**config.mk**
```make
export PLATFORM = sky130hd
export DESIGN_NAME = ram_access_seq
export DESIGN_NICKNAME = d
export VERILOG_FILES = /design/src/rtl/ram_access_seq.sv
export SDC_FILE = /design/constraint.sdc
export NUM_CORES = 1
export LEC_CHECK = 0
export ABC_AREA = 1
export CELL_PAD_IN_SITES_DETAIL_PLACEMENT = 1
export CELL_PAD_IN_SITES_GLOBAL_PLACEMENT = 2
export CORE_MARGIN = 5
export CORE_UTILIZATION = 35
export CTS_BUF_LIST = sky130_fd_sc_hd__clkbuf_4 sky130_fd_sc_hd__clkbuf_8
export DETAILED_ROUTE_END_ITERATION = 16
export PLACE_DENSITY = 0.86
export SLEW_MARGIN = 25
export SYNTH_ARGS = -nofsm -noshare
export SYNTH_HDL_FRONTEND = slang
export SYNTH_SLANG_ARGS = --single-unit
```
**constraint.sdc**
```tcl
create_clock -name clk -period 3.76 [get_ports clk]
set_clock_uncertainty 0.05 [all_clocks]
set_input_delay 1.128 -clock clk [delete_from_list [all_inputs] [get_ports clk]]
set_output_delay 1.128 -clock clk [all_outputs]
set_load 0.01 [all_outputs]
```
**src/rtl/ram_access_seq.sv**
```systemverilog
`timescale 1ns/1ps
`default_nettype none
// ----------------------------------------------------------------------------
// ram_access_seq : shared address/data/write-enable sequencer for the dual RAM
//                  stage (manual pass-through, pattern fill, scan, copy)
// Revision       : 1.0
// ----------------------------------------------------------------------------
module ram_access_seq #(
   parameter int AW     = 4,
   parameter int DW     = 4,
   parameter int DWELL  = 25_000_000,
   parameter int RD_LAT = 1
) (
   input  logic          clk,
   input  logic          rst_n,
   input  logic          i_start,
   input  logic          i_abort,
   input  logic [1:0]    i_op,
   input  logic          i_sel,
   input  logic [AW-1:0] i_man_addr,
   input  logic [DW-1:0] i_man_data,
   input  logic          i_man_wr,
   input  logic [DW-1:0] i_pat_seed,
   input  logic [DW-1:0] i_rd_data0,
   input  logic [DW-1:0] i_rd_data1,
   output logic [AW-1:0] o_addr,
   output logic [DW-1:0] o_mdi,
   output logic          o_mwr0,
   output logic          o_mwr1,
   output logic [DW-1:0] o_cur_data,
   output logic          o_busy,
   output logic          o_done
);

   localparam int               c_dcw        = (DWELL > 1) ? $clog2(DWELL) : 1;
   localparam logic [c_dcw-1:0] c_dwell_last = c_dcw'(DWELL - 1);
   localparam logic [1:0]       c_lat_last   = 2'(RD_LAT - 1);

   typedef enum logic [2:0] {
      S_IDLE  = 3'd0,
      S_FILL  = 3'd1,
      S_SCAN  = 3'd2,
      S_CP_RD = 3'd3,
      S_CP_WR = 3'd4,
      S_DONE  = 3'd5
   } state_t;

   state_t           r_state,  w_state_nx;
   logic [AW-1:0]    r_idx,    w_idx_nx;
   logic [c_dcw-1:0] r_dwell,  w_dwell_nx;
   logic [1:0]       r_lat,    w_lat_nx;
   logic [AW-1:0]    r_addr,   w_addr_nx;
   logic [DW-1:0]    r_mdi,    w_mdi_nx;
   logic             r_mwr0,   w_mwr0_nx;
   logic             r_mwr1,   w_mwr1_nx;
   logic [DW-1:0]    r_cur,    w_cur_nx;
   logic             r_busy,   w_busy_nx;
   logic             r_done,   w_done_nx;
   logic             w_last;

   assign w_last = &r_idx;

   always_comb begin
      w_state_nx = r_state;
      w_idx_nx   = r_idx;
      w_dwell_nx = r_dwell;
      w_lat_nx   = r_lat;
      w_addr_nx  = r_addr;
      w_mdi_nx   = r_mdi;
      w_mwr0_nx  = 1'b0;
      w_mwr1_nx  = 1'b0;
      w_cur_nx   = r_cur;
      w_busy_nx  = 1'b0;
      w_done_nx  = 1'b0;

      case (r_state)
         S_IDLE: begin
            w_addr_nx  = i_man_addr;
            w_mdi_nx   = i_man_data;
            w_mwr0_nx  = i_man_wr & ~i_sel;
            w_mwr1_nx  = i_man_wr &  i_sel;
            w_idx_nx   = '0;
            w_dwell_nx = '0;
            w_lat_nx   = '0;
            if (i_start) begin
               case (i_op)
                  2'b01:   w_state_nx = S_FILL;
                  2'b10:   w_state_nx = S_SCAN;
                  2'b11:   w_state_nx = S_CP_RD;
                  default: w_state_nx = S_IDLE;
               endcase
            end
         end

         S_FILL: begin
            w_busy_nx = 1'b1;
            w_addr_nx = r_idx;
            w_mdi_nx  = i_pat_seed + DW'(r_idx);
            w_mwr0_nx = ~i_sel;
            w_mwr1_nx = i_sel;
            w_idx_nx  = r_idx + 1'b1;
            if (w_last) w_state_nx = S_DONE;
         end

         S_SCAN: begin
            w_busy_nx = 1'b1;
            w_addr_nx = r_idx;
            if (r_dwell == c_dwell_last) begin
               w_dwell_nx = '0;
               w_cur_nx   = i_sel ? i_rd_data1 : i_rd_data0;
               w_idx_nx   = r_idx + 1'b1;
               if (w_last) w_state_nx = S_DONE;
            end else begin
               w_dwell_nx = r_dwell + 1'b1;
            end
         end

         S_CP_RD: begin
            w_busy_nx = 1'b1;
            w_addr_nx = r_idx;
            if (r_lat == c_lat_last) begin
               w_lat_nx   = '0;
               w_state_nx = S_CP_WR;
            end else begin
               w_lat_nx = r_lat + 2'd1;
            end
         end

         S_CP_WR: begin
            // Sampling here gives the address RD_LAT full cycles on the bus.
            w_busy_nx = 1'b1;
            w_addr_nx = r_idx;
            w_mdi_nx  = i_rd_data0;
            w_mwr1_nx = 1'b1;
            w_idx_nx  = r_idx + 1'b1;
            w_state_nx = w_last ? S_DONE : S_CP_RD;
         end

         S_DONE: begin
            w_done_nx  = 1'b1;
            w_state_nx = S_IDLE;
         end

         default: w_state_nx = S_IDLE;
      endcase

      if (i_abort && (r_state != S_IDLE)) begin
         w_state_nx = S_IDLE;
         w_addr_nx  = r_addr;
         w_mdi_nx   = r_mdi;
         w_mwr0_nx  = 1'b0;
         w_mwr1_nx  = 1'b0;
         w_cur_nx   = r_cur;
         w_busy_nx  = 1'b0;
         w_done_nx  = 1'b0;
      end
   end

   always_ff @(posedge clk or negedge rst_n) begin
      if (!rst_n) begin
         r_state <= S_IDLE;
         r_idx   <= '0;
         r_dwell <= '0;
         r_lat   <= '0;
         r_addr  <= '0;
         r_mdi   <= '0;
         r_mwr0  <= 1'b0;
         r_mwr1  <= 1'b0;
         r_cur   <= '0;
         r_busy  <= 1'b0;
         r_done  <= 1'b0;
      end else begin
         r_state <= w_state_nx;
         r_idx   <= w_idx_nx;
         r_dwell <= w_dwell_nx;
         r_lat   <= w_lat_nx;
         r_addr  <= w_addr_nx;
         r_mdi   <= w_mdi_nx;
         r_mwr0  <= w_mwr0_nx;
         r_mwr1  <= w_mwr1_nx;
         r_cur   <= w_cur_nx;
         r_busy  <= w_busy_nx;
         r_done  <= w_done_nx;
      end
   end

   assign o_addr     = r_addr;
   assign o_mdi      = r_mdi;
   assign o_mwr0     = r_mwr0;
   assign o_mwr1     = r_mwr1;
   assign o_cur_data = r_cur;
   assign o_busy     = r_busy;
   assign o_done     = r_done;

endmodule
`default_nettype wire

```
==> flow_summary_export.csv, run 1 <==
group,metric,value,unit
status,outcome,"completed",
cts,root_buffer,"clkbuf_8",
cts,cts_tree,"done",
layout,utilization,42.4,%
critical_path,startpoint_type,"register",
routing,drtPass1Iterations,4,
cts,path_clk_slew,0.10,ns
die,num_io_pins,44,
cts,clock_latency,0.31,ns
placement,place_inst,577,
layout,multiInputGateArea,1740,µm²
die,fp.dieW,106,µm
critical_path,crit_path_max_fanout,2,
placement,dp_hpwl,7190,µm
flow_run,cap_viol_max_count,0,
sta,rsz0062_at_grt,"false",
synth,synthMostInstantiatedCell,"nand2_1",
routing,wl_per_cell,15.6,µm
global_route,grt_first_pass_wirelength,15800,µm
global_route,grt_start_max_net_pins,29,
routing,met2WireLength,4350,µm
placement,numPortBuffers,43,
cts,post-cts-setup-buffers,0,
critical_path,arrival,1.25,ns
die,start_util,35.5,%
routing,routed_wl,9130,µm
synth,synth-seq-area-share,38.7,%
sta,fmax,411,MHz
cts,cts_buffers,5,
pwr,p_leak,1.71,nW
routing,drtAntennaViolNets,0,
sta,finalSetupViolCount,0,
routing,vias,2952,
die,row_count,35,
layout,drive_gt1_share,12.2,%
sta,hold_viol_final,0,
synth,syn_area_per_cell,7.55,µm²
global_route,grt_antenna_before_repair,0,
routing,wl_met3,294,µm
sta,maxSlewViolCount,0,
sta,fin_hold_ws,0.466,ns
synth,synth_cell_type_count,39,
layout,nets,509,
cts,cts_resized,0,
global_route,grt_pass1_vias,3221,
sta,slew_headroom,54.1,%
synth,synth_top_area_share,38.7,%
routing,wl_met1,4430,µm
critical_path,cp-end-kind,"primary output",
routing,drt-initial-drc-count,111,
synth,synth_cells,428,
global_route,track_usage,17.3,%
synth,syn_area,3230,µm²
critical_path,max_stage_delay,0.56,ns
sta,fin_crit_sh,64.7,%
die,die_area,11300,µm²
die,die_h,106,µm
critical_path,cp_cell_sequence,"clkdlybuf4s50_1",
layout,final_area,3870,µm²
synth,synth.net_count,464,
critical_path,cp_data_required_time,2.58,ns
routing,top_layer_used,"met4",
hold_path,hp-class,"register to register",
synth,ys.flop_type,"dfrtp_1",
routing,drc,0,
cts,htree_levels,2,
synth,yosysWarnings,0,
layout,ff_latch_area,1250,µm²
pwr,power.density,495,nW/µm²
synth,ys_ff_latch,50,
synth,synth_area_leader_cell,"dfrtp_1",
synth,synth-async-reset-ratio,100,%
synth,synthTopCellsByCount,"nand2_1 (117), dfrtp_1 (50), nor2_1 (44)",
die,core-area,9110,µm²
global_route,overflow,0,
cts,clk_path_buf_depth,2,
layout,fillCellCount,1122,
sta,period_minus_slack,2.43,ns
cts,cts_sinks,50,
pwr,max-vdd-ir-drop,299,µV
critical_path,crit_family,"buffers and inverters",
critical_path,worst-path-buf-inv,1,
sta,tns,0,ns
placement,routabilityCongestion,0.839,
critical_path,cpMaxStageDelayCell,"clkdlybuf4s50_1",
cts,cts_hold_buf,0,
layout,layout.cells.non_filler,585,
critical_path,crit_type,"register to primary output",
synth,synth_edf_count,0,
sta,tightest_slew,0.688,ns
routing,vias_per_cell,5.05,
placement,place_area,3750,µm²
layout,areaGrowthSynthToFinish,19.7,%
layout,n_antenna_cell,0,
synth,synth_area_leaders,"dfrtp_1 (39%), nand2_1 (14%), nand3_1 (5.4%), nor2_1 (5.1%), inv_1 (4.9%)",
layout make-up:
| cell class | instances | area share [%] |
|---|---|---|
| clock buffers | 7 | 2.17 |
| clock inverters | 1 | 0.777 |
| inverters | 51 | 5.02 |
| multi-input cells | 321 | 44.9 |
| flip-flops and latches | 50 | 32.4 |
| well taps | 111 | 3.59 |
| repair buffers | 44 | 11.2 |
final timing paths:
| path | startpoint | endpoint | slack, ns | cells after the start |
|---|---|---|---|---|
| min in group asynchronous | rst_n | r_dwell[0]$_DFFE_PN0P_ | 0.80 | 1 |
| min reg2reg | o_cur_data[1]$_DFFE_PN0P_ | o_cur_data[1]$_DFFE_PN0P_ | 0.47 | 2 |
| min | o_cur_data[1]$_DFFE_PN0P_ | o_cur_data[1]$_DFFE_PN0P_ | 0.47 | 2 |
| max | o_mdi[3]$_DFFE_PN0P_ | o_mdi[3] | 1.33 | 1 |
| max reg2reg | r_state[0]$_DFFE_PN0P_ | r_dwell[19]$_DFFE_PN0P_ | 1.59 | 7 |
| max in group asynchronous | rst_n | r_dwell[15]$_DFFE_PN0P_ | 2.06 | 2 |
registers in the layout (all words and copies together), names as in the netlist:
register    flops
r_dwell        25
o_addr          4
o_cur_data      4
o_mdi           4
r_idx           4
r_state         3
r_lat           2
o_busy          1
o_done          1
o_mwr0          1
o_mwr1          1
cell families after synthesis:
kind of cell / after synthesis / share of synthesized area [%]
AO/OA/AOI/OAI: 52 / 9.72
flip-flops: 50 / 38.7
adder cells (fa/ha/maj): 8 / 3.33
AND/OR/NAND/NOR: 247 / 36.7
multiplexers: 4 / 1.24
buffers and inverters: 57 / 7.55
XOR/XNOR: 10 / 2.71
through the flow:
| stage | total power, mW | worst slack [ns] |
|---|---|---|
| 2_1_floorplan | 1.23 | 1.54 |
| 3_3_place_gp | 1.50 | 1.08 |
| 3_5_place_dp | 1.52 | 1.05 |
| 4_1_cts | 1.94 | 1.32 |
| 5_1_grt | 2.06 | 1.30 |
| 6_report | 1.91 | 1.33 |
layout by cell type, fill, tap and decap left out, types with 2 or more instances in the layout:
cell and n:
nand2_1 117, nand2_4 4, a21oi_1 6, clkbuf_4 2
o21ai_1 4, clkdlybuf4s50_1 42, nor3_1 3, and2_1 2
nand2_2 8, o21bai_1 3, nor2_4 6, o22ai_1 5
mux2i_1 4, nand4_1 10, nor3_2 3, nand3_1 35
or2_1 2, inv_1 42, nor2_2 6, inv_2 8
dfrtp_1 50, o21ai_0 21, nor2_1 44, nand3_2 4
clkbuf_8 5, o21ai_2 5, ha_1 7, xor2_1 9
a41oi_1 2, a31oi_1 4
routing by layer:
layer	vias to the layer above	global-route usage (%)
li1	1473	-
met1	1428	22.9
met2	46	30.0
met3	5	2.91
met4	0	2.96
met5	-	0
power by group:
part | internal [mW] | switching (mW)
sequential | 0.622 | 0.0945
combinational | 0.305 | 0.481
clock | 0.214 | 0.196
total | 1.14 | 0.771
Note: power is estimated with default switching activity, not from simulation.
==> inputs of run 2 (changes only) <==
--- a/config.mk
+++ b/config.mk
@@ -9,10 +9,10 @@
 export CELL_PAD_IN_SITES_DETAIL_PLACEMENT = 1
 export CELL_PAD_IN_SITES_GLOBAL_PLACEMENT = 2
 export CORE_MARGIN = 5
-export CORE_UTILIZATION = 35
+export CORE_UTILIZATION = 30
 export CTS_BUF_LIST = sky130_fd_sc_hd__clkbuf_4 sky130_fd_sc_hd__clkbuf_8
 export DETAILED_ROUTE_END_ITERATION = 16
-export PLACE_DENSITY = 0.86
+export PLACE_DENSITY = 0.78
 export SLEW_MARGIN = 25
 export SYNTH_ARGS = -nofsm -noshare
 export SYNTH_HDL_FRONTEND = slang
==> constraint.sdc (replaced) <==
create_clock -name clk -period 2.2 [get_ports clk]
set_clock_uncertainty 0.05 [all_clocks]
set_input_delay 0.66 -clock clk [delete_from_list [all_inputs] [get_ports clk]]
set_output_delay 0.66 -clock clk [all_outputs]
set_load 0.01 [all_outputs]
==> flow_summary_export.csv, run 2 (same netlist as run 1, synthesis figures left out) <==
group,metric,value,unit
die,die_h,114,µm
die,die_area,12900,µm²
global_route,grt_antenna_before_repair,0,
routing,vias,2982,
global_route,overflow,0,
critical_path,crit_cells,1,
layout,regMostFlops,"r_dwell",
sta,tightest_slew,0.384,ns
sta,hold_viol_final,0,
layout,final_common_cell,"nand2_1",
cts,cts_hold_buf,0,
pwr,netSwitchingFraction,39.9,%
cts,cts_tree,"done",
global_route,grt_start_max_net_pins,51,
placement,numPortBuffers,43,
global_route,grt_pass1_vias,3323,
layout,areaGrowthSynthToFinish,22.6,%
cts,htree_levels,2,
critical_path,cpMaxStageDelayCell,"clkdlybuf4s50_1",
sta,slew_headroom,74.4,%
critical_path,crit_type,"register to primary output",
routing,drt-initial-drc-count,142,
cts,clk_path_buf_depth,2,
critical_path,worst-path-buf-inv,1,
sta,rsz0062_at_grt,"false",
routing,drc,0,
sta,fin_hold_ws,0.283,ns
pwr,power.density,844,nW/µm²
pwr,p_leak,1.74,nW
cts,cts_buffers,5,
sta,finalSetupViolCount,0,
critical_path,cp_cell_sequence,"clkdlybuf4s50_1",
sta,fin_crit_sh,88.8,%
pwr,seqPwrFrac,36.4,%
critical_path,arrival,1.24,ns
cts,cts_resized,0,
hold_path,hp-class,"primary input to async pin",
pwr,total_power,3.34,mW
critical_path,timing.rr.start,"r_state[0]$_DFFE_PN0P_",
pwr,clkPwrFrac,20.7,%
critical_path,cp_data_required_time,1.49,ns
die,start_util,31.0,%
layout,largest_register_ffs,25,
cts,root_buffer,"clkbuf_8",
sta,layout_setup_ws,0.246,ns
critical_path,critPathLaunch,"o_mdi[1]$_DFFE_PN0P_",
sta,period_minus_slack,1.95,ns
status,outcome,"completed",
placement,post-place-ws,-0.0556,ns
pwr,combPwrFrac,42.9,%
cts,path_clk_slew,0.10,ns
routing,drtAntennaViolNets,0,
layout,drive_gt1_share,13.2,%
critical_path,max_stage_delay,0.55,ns
flow_run,cap_viol_max_count,0,
critical_path,crit_path_max_fanout,2,
pwr,p_sw,1.33,mW
layout,n_antenna_cell,0,
pwr,p_int,2.01,mW
critical_path,cp-end-kind,"primary output",
critical_path,crit_family,"buffers and inverters",
pwr,max-vdd-ir-drop,394,µV
routing,drtPass1Iterations,4,
layout,nets,514,
sta,tns,0,ns
die,fp.dieW,114,µm
routing,routed_wl,9440,µm
routing,wl_per_cell,15.3,µm
global_route,grt_first_pass_wirelength,16400,µm
die,core-area,10400,µm²
critical_path,startpoint_type,"register",
routing,vias_per_cell,4.85,
die,num_io_pins,44,
cts,post-cts-setup-buffers,0,
placement,routabilityCongestion,0.828,
cts,clock_latency,0.32,ns
critical_path,reg2regPathDepth,9,
sta,fmax,512,MHz
sta,maxSlewViolCount,0,
cts,cts_sinks,50,
layout,final_cell_mix,"nand2_1 (117), dfrtp_1 (50), nor2_1 (44), inv_1 (42), clkdlybuf4s50_1 (42)",
die,row_count,37,
placement,dp_hpwl,7390,µm
global_route,track_usage,15.5,%
[run 2: power by group through the flow]
stage	Combinational, mW	Sequential, mW	Clock, mW
2_1_floorplan	0.879	1.23	0
3_3_place_gp	1.44	1.23	0
3_5_place_dp	1.46	1.23	0
4_1_cts	1.47	1.22	0.731
5_1_grt	1.60	1.24	0.755
6_report	1.43	1.22	0.691
[run 2: per-stage QoR]
step	utilization, %	instances	instance area [µm²]
after global routing	38.0	615	3960
final	38.0	615	3960
after global placement	36.9	607	3850
after floorplan	-	428	3230
after detailed placement	36.9	607	3850
after CTS	38.0	615	3960
[run 2: final cells by class]
type                    count  area (µm²)
clock buffers               7        83.8
multi-input cells         321        1740
flip-flops and latches     50        1250
clock inverters             1        30.0
fillers                  1297        6460
inverters                  51         194
repair buffers             49         495
well taps                 136         170
[run 2: layer usage]
metal	vias up	GRT usage, %	part of all wire, %	wire length [µm]
li1	1485	-	-	-
met1	1433	21.0	49	4630
met2	52	25.3	45	4270
met3	12	3.24	4.3	404
met4	0	4.12	1.5	140
met5	-	0	0	0
[run 2: final timing paths]
check	slack, ns	end
setup / recovery	0.25	o_mdi[1]
hold / removal	0.28	r_dwell[5]$_DFFE_PN0P_
setup reg to reg	0.42	o_mdi[3]$_DFFE_PN0P_
hold reg to reg	0.46	o_cur_data[3]$_DFFE_PN0P_
max in group asynchronous	1.57	o_mdi[2]$_DFFE_PN0P_
min in group clk	0.46	o_cur_data[3]$_DFFE_PN0P_
==> inputs of run 3 (changes only) <==
--- a/config.mk
+++ b/config.mk
@@ -6,13 +6,13 @@
 export NUM_CORES = 1
 export LEC_CHECK = 0
 export ABC_AREA = 1
+export CAP_MARGIN = 15
 export CELL_PAD_IN_SITES_DETAIL_PLACEMENT = 1
 export CELL_PAD_IN_SITES_GLOBAL_PLACEMENT = 2
 export CORE_MARGIN = 5
-export CORE_UTILIZATION = 30
-export CTS_BUF_LIST = sky130_fd_sc_hd__clkbuf_4 sky130_fd_sc_hd__clkbuf_8
+export CORE_UTILIZATION = 29
 export DETAILED_ROUTE_END_ITERATION = 16
-export PLACE_DENSITY = 0.78
+export PLACE_DENSITY = 0.76
 export SLEW_MARGIN = 25
 export SYNTH_ARGS = -nofsm -noshare
 export SYNTH_HDL_FRONTEND = slang
==> flow_summary_export.csv, run 3 (same netlist as run 1, synthesis figures left out) <==
group,metric,value,unit
status,outcome,"completed",
sta,fmax,511,MHz
layout,largest_register_ffs,25,
hold_path,hp-class,"primary input to async pin",
sta,slew_headroom,66.4,%
pwr,max-vdd-ir-drop,402,µV
die,die_area,13400,µm²
sta,rsz0062_at_grt,"false",
cts,cts_sinks,50,
critical_path,worst-path-buf-inv,1,
layout,n_antenna_cell,0,
critical_path,cp_data_required_time,1.49,ns
placement,place_area,3840,µm²
layout,final_cell_mix,"nand2_1 (117), dfrtp_1 (50), nor2_1 (44), inv_1 (42), clkdlybuf4s50_1 (42)",
cts,cts_hold_buf,0,
cts,post-cts-setup-buffers,0,
placement,dp_hpwl,7590,µm
routing,drc,0,
cts,root_buffer,"clkbuf_8",
routing,drtAntennaViolNets,0,
sta,tightest_slew,0.504,ns
cts,path_clk_slew,0.10,ns
placement,routabilityCongestion,0.856,
critical_path,cp-end-kind,"primary output",
critical_path,cpMaxStageDelayCell,"clkdlybuf4s50_1",
global_route,grt_first_pass_wirelength,16800,µm
critical_path,cp_cell_sequence,"clkdlybuf4s50_1",
critical_path,crit_family,"buffers and inverters",
sta,fin_crit_sh,89.0,%
routing,routed_wl,9700,µm
layout,final_area,3950,µm²
layout,fillCellCount,1348,
layout,nets,514,
critical_path,startpoint_type,"register",
die,core-area,10900,µm²
die,die_h,116,µm
global_route,use_met2,25.7,%
sta,period_minus_slack,1.96,ns
cts,htree_levels,2,
pwr,power.density,845,nW/µm²
placement,place_inst,611,
global_route,grt_start_max_net_pins,32,
layout,regMostFlops,"r_dwell",
sta,finalSetupViolCount,0,
global_route,met1_usage,21.7,%
pwr,p_leak,1.73,nW
sta,hold_viol_final,0,
placement,numPortBuffers,43,
cts,cts_resized,0,
global_route,grt_antenna_before_repair,0,
sta,fin_hold_ws,0.250,ns
sta,maxSlewViolCount,0,
critical_path,max_stage_delay,0.55,ns
critical_path,crit_path_max_fanout,2,
cts,cts_tree,"done",
critical_path,crit_type,"register to primary output",
routing,wl_per_cell,15.7,µm
routing,drtPass1Iterations,4,
flow_run,cap_viol_max_count,0,
layout,layout.cells.non_filler,619,
die,start_util,29.7,%
layout,final_common_cell,"nand2_1",
pwr,total_power,3.33,mW
sta,tns,0,ns
global_route,track_usage,15.9,%
cts,clk_path_buf_depth,2,
die,row_count,38,
layout,drive_gt1_share,12.7,%
routing,vias,2996,
die,num_io_pins,44,
routing,drt-initial-drc-count,82,
layout,areaGrowthSynthToFinish,22.1,%
critical_path,arrival,1.25,ns
global_route,globalRouteMet3Util,3.71,%
cts,clock_latency,0.31,ns
global_route,overflow,0,
layout,multiInputGateArea,1740,µm²
layout,ff_latch_area,1250,µm²
routing,vias_per_cell,4.84,
global_route,grt_pass1_vias,3306,
die,fp.dieW,116,µm
global_route,top_usage_layer,"met2",
cts,cts_buffers,5,
-- run 3: cell count changes in the layout (fill, tap and decap cells not counted) --
cell,delta
buf_12,-1
buf_4,+1
clkbuf_1,+2
clkbuf_4,-2
-- run 3: metrics by stage --
stage                     setup slack, ns  utilization [%]
after floorplan                     0.450                -
after global placement            -0.0147             35.3
after detailed placement          -0.0707             35.3
after CTS                           0.224             36.2
after global routing                0.178             36.2
final                               0.242             36.2
-- run 3: layout make-up --
type,count,share of cell area (%)
inverters,51,4.92
repair buffers,49,12.2
well taps,140,4.44
flip-flops and latches,50,31.7
clock buffers,7,1.93
clock inverters,1,0.761
multi-input cells,321,44.0
-- run 3: routing by layer --
layer / routed length [µm] / vias to the layer above
li1: - / 1482
met2: 4450 / 41
met5: 0 / -
met1: 4760 / 1469
met3: 390 / 4
met4: 100 / 0
-- run 3: path summary, 6_finish.rpt --
kind | start | endpoint | slack (ns) | cells past startpoint
worst min-delay path | rst_n | r_lat[0]$_DFFE_PN0P_ | 0.25 | 1
min in group clk | o_cur_data[1]$_DFFE_PN0P_ | o_cur_data[1]$_DFFE_PN0P_ | 0.47 | 2
max in group asynchronous | rst_n | r_dwell[16]$_DFFE_PN0P_ | 1.30 | 2
worst min register to register | o_cur_data[1]$_DFFE_PN0P_ | o_cur_data[1]$_DFFE_PN0P_ | 0.47 | 2
worst max register to register | r_state[0]$_DFFE_PN0P_ | o_mdi[3]$_DFFE_PN0P_ | 0.41 | 9
worst max-delay path | o_mdi[3]$_DFFE_PN0P_ | o_mdi[3] | 0.24 | 1
-- run 3: power breakdown --
| part | switching (mW) | internal (mW) | total, mW |
|---|---|---|---|
| clock network | 0.333 | 0.341 | 0.674 |
| logic | 0.885 | 0.565 | 1.45 |
| registers | 0.145 | 1.06 | 1.21 |
| total | 1.36 | 1.97 | 3.33 |
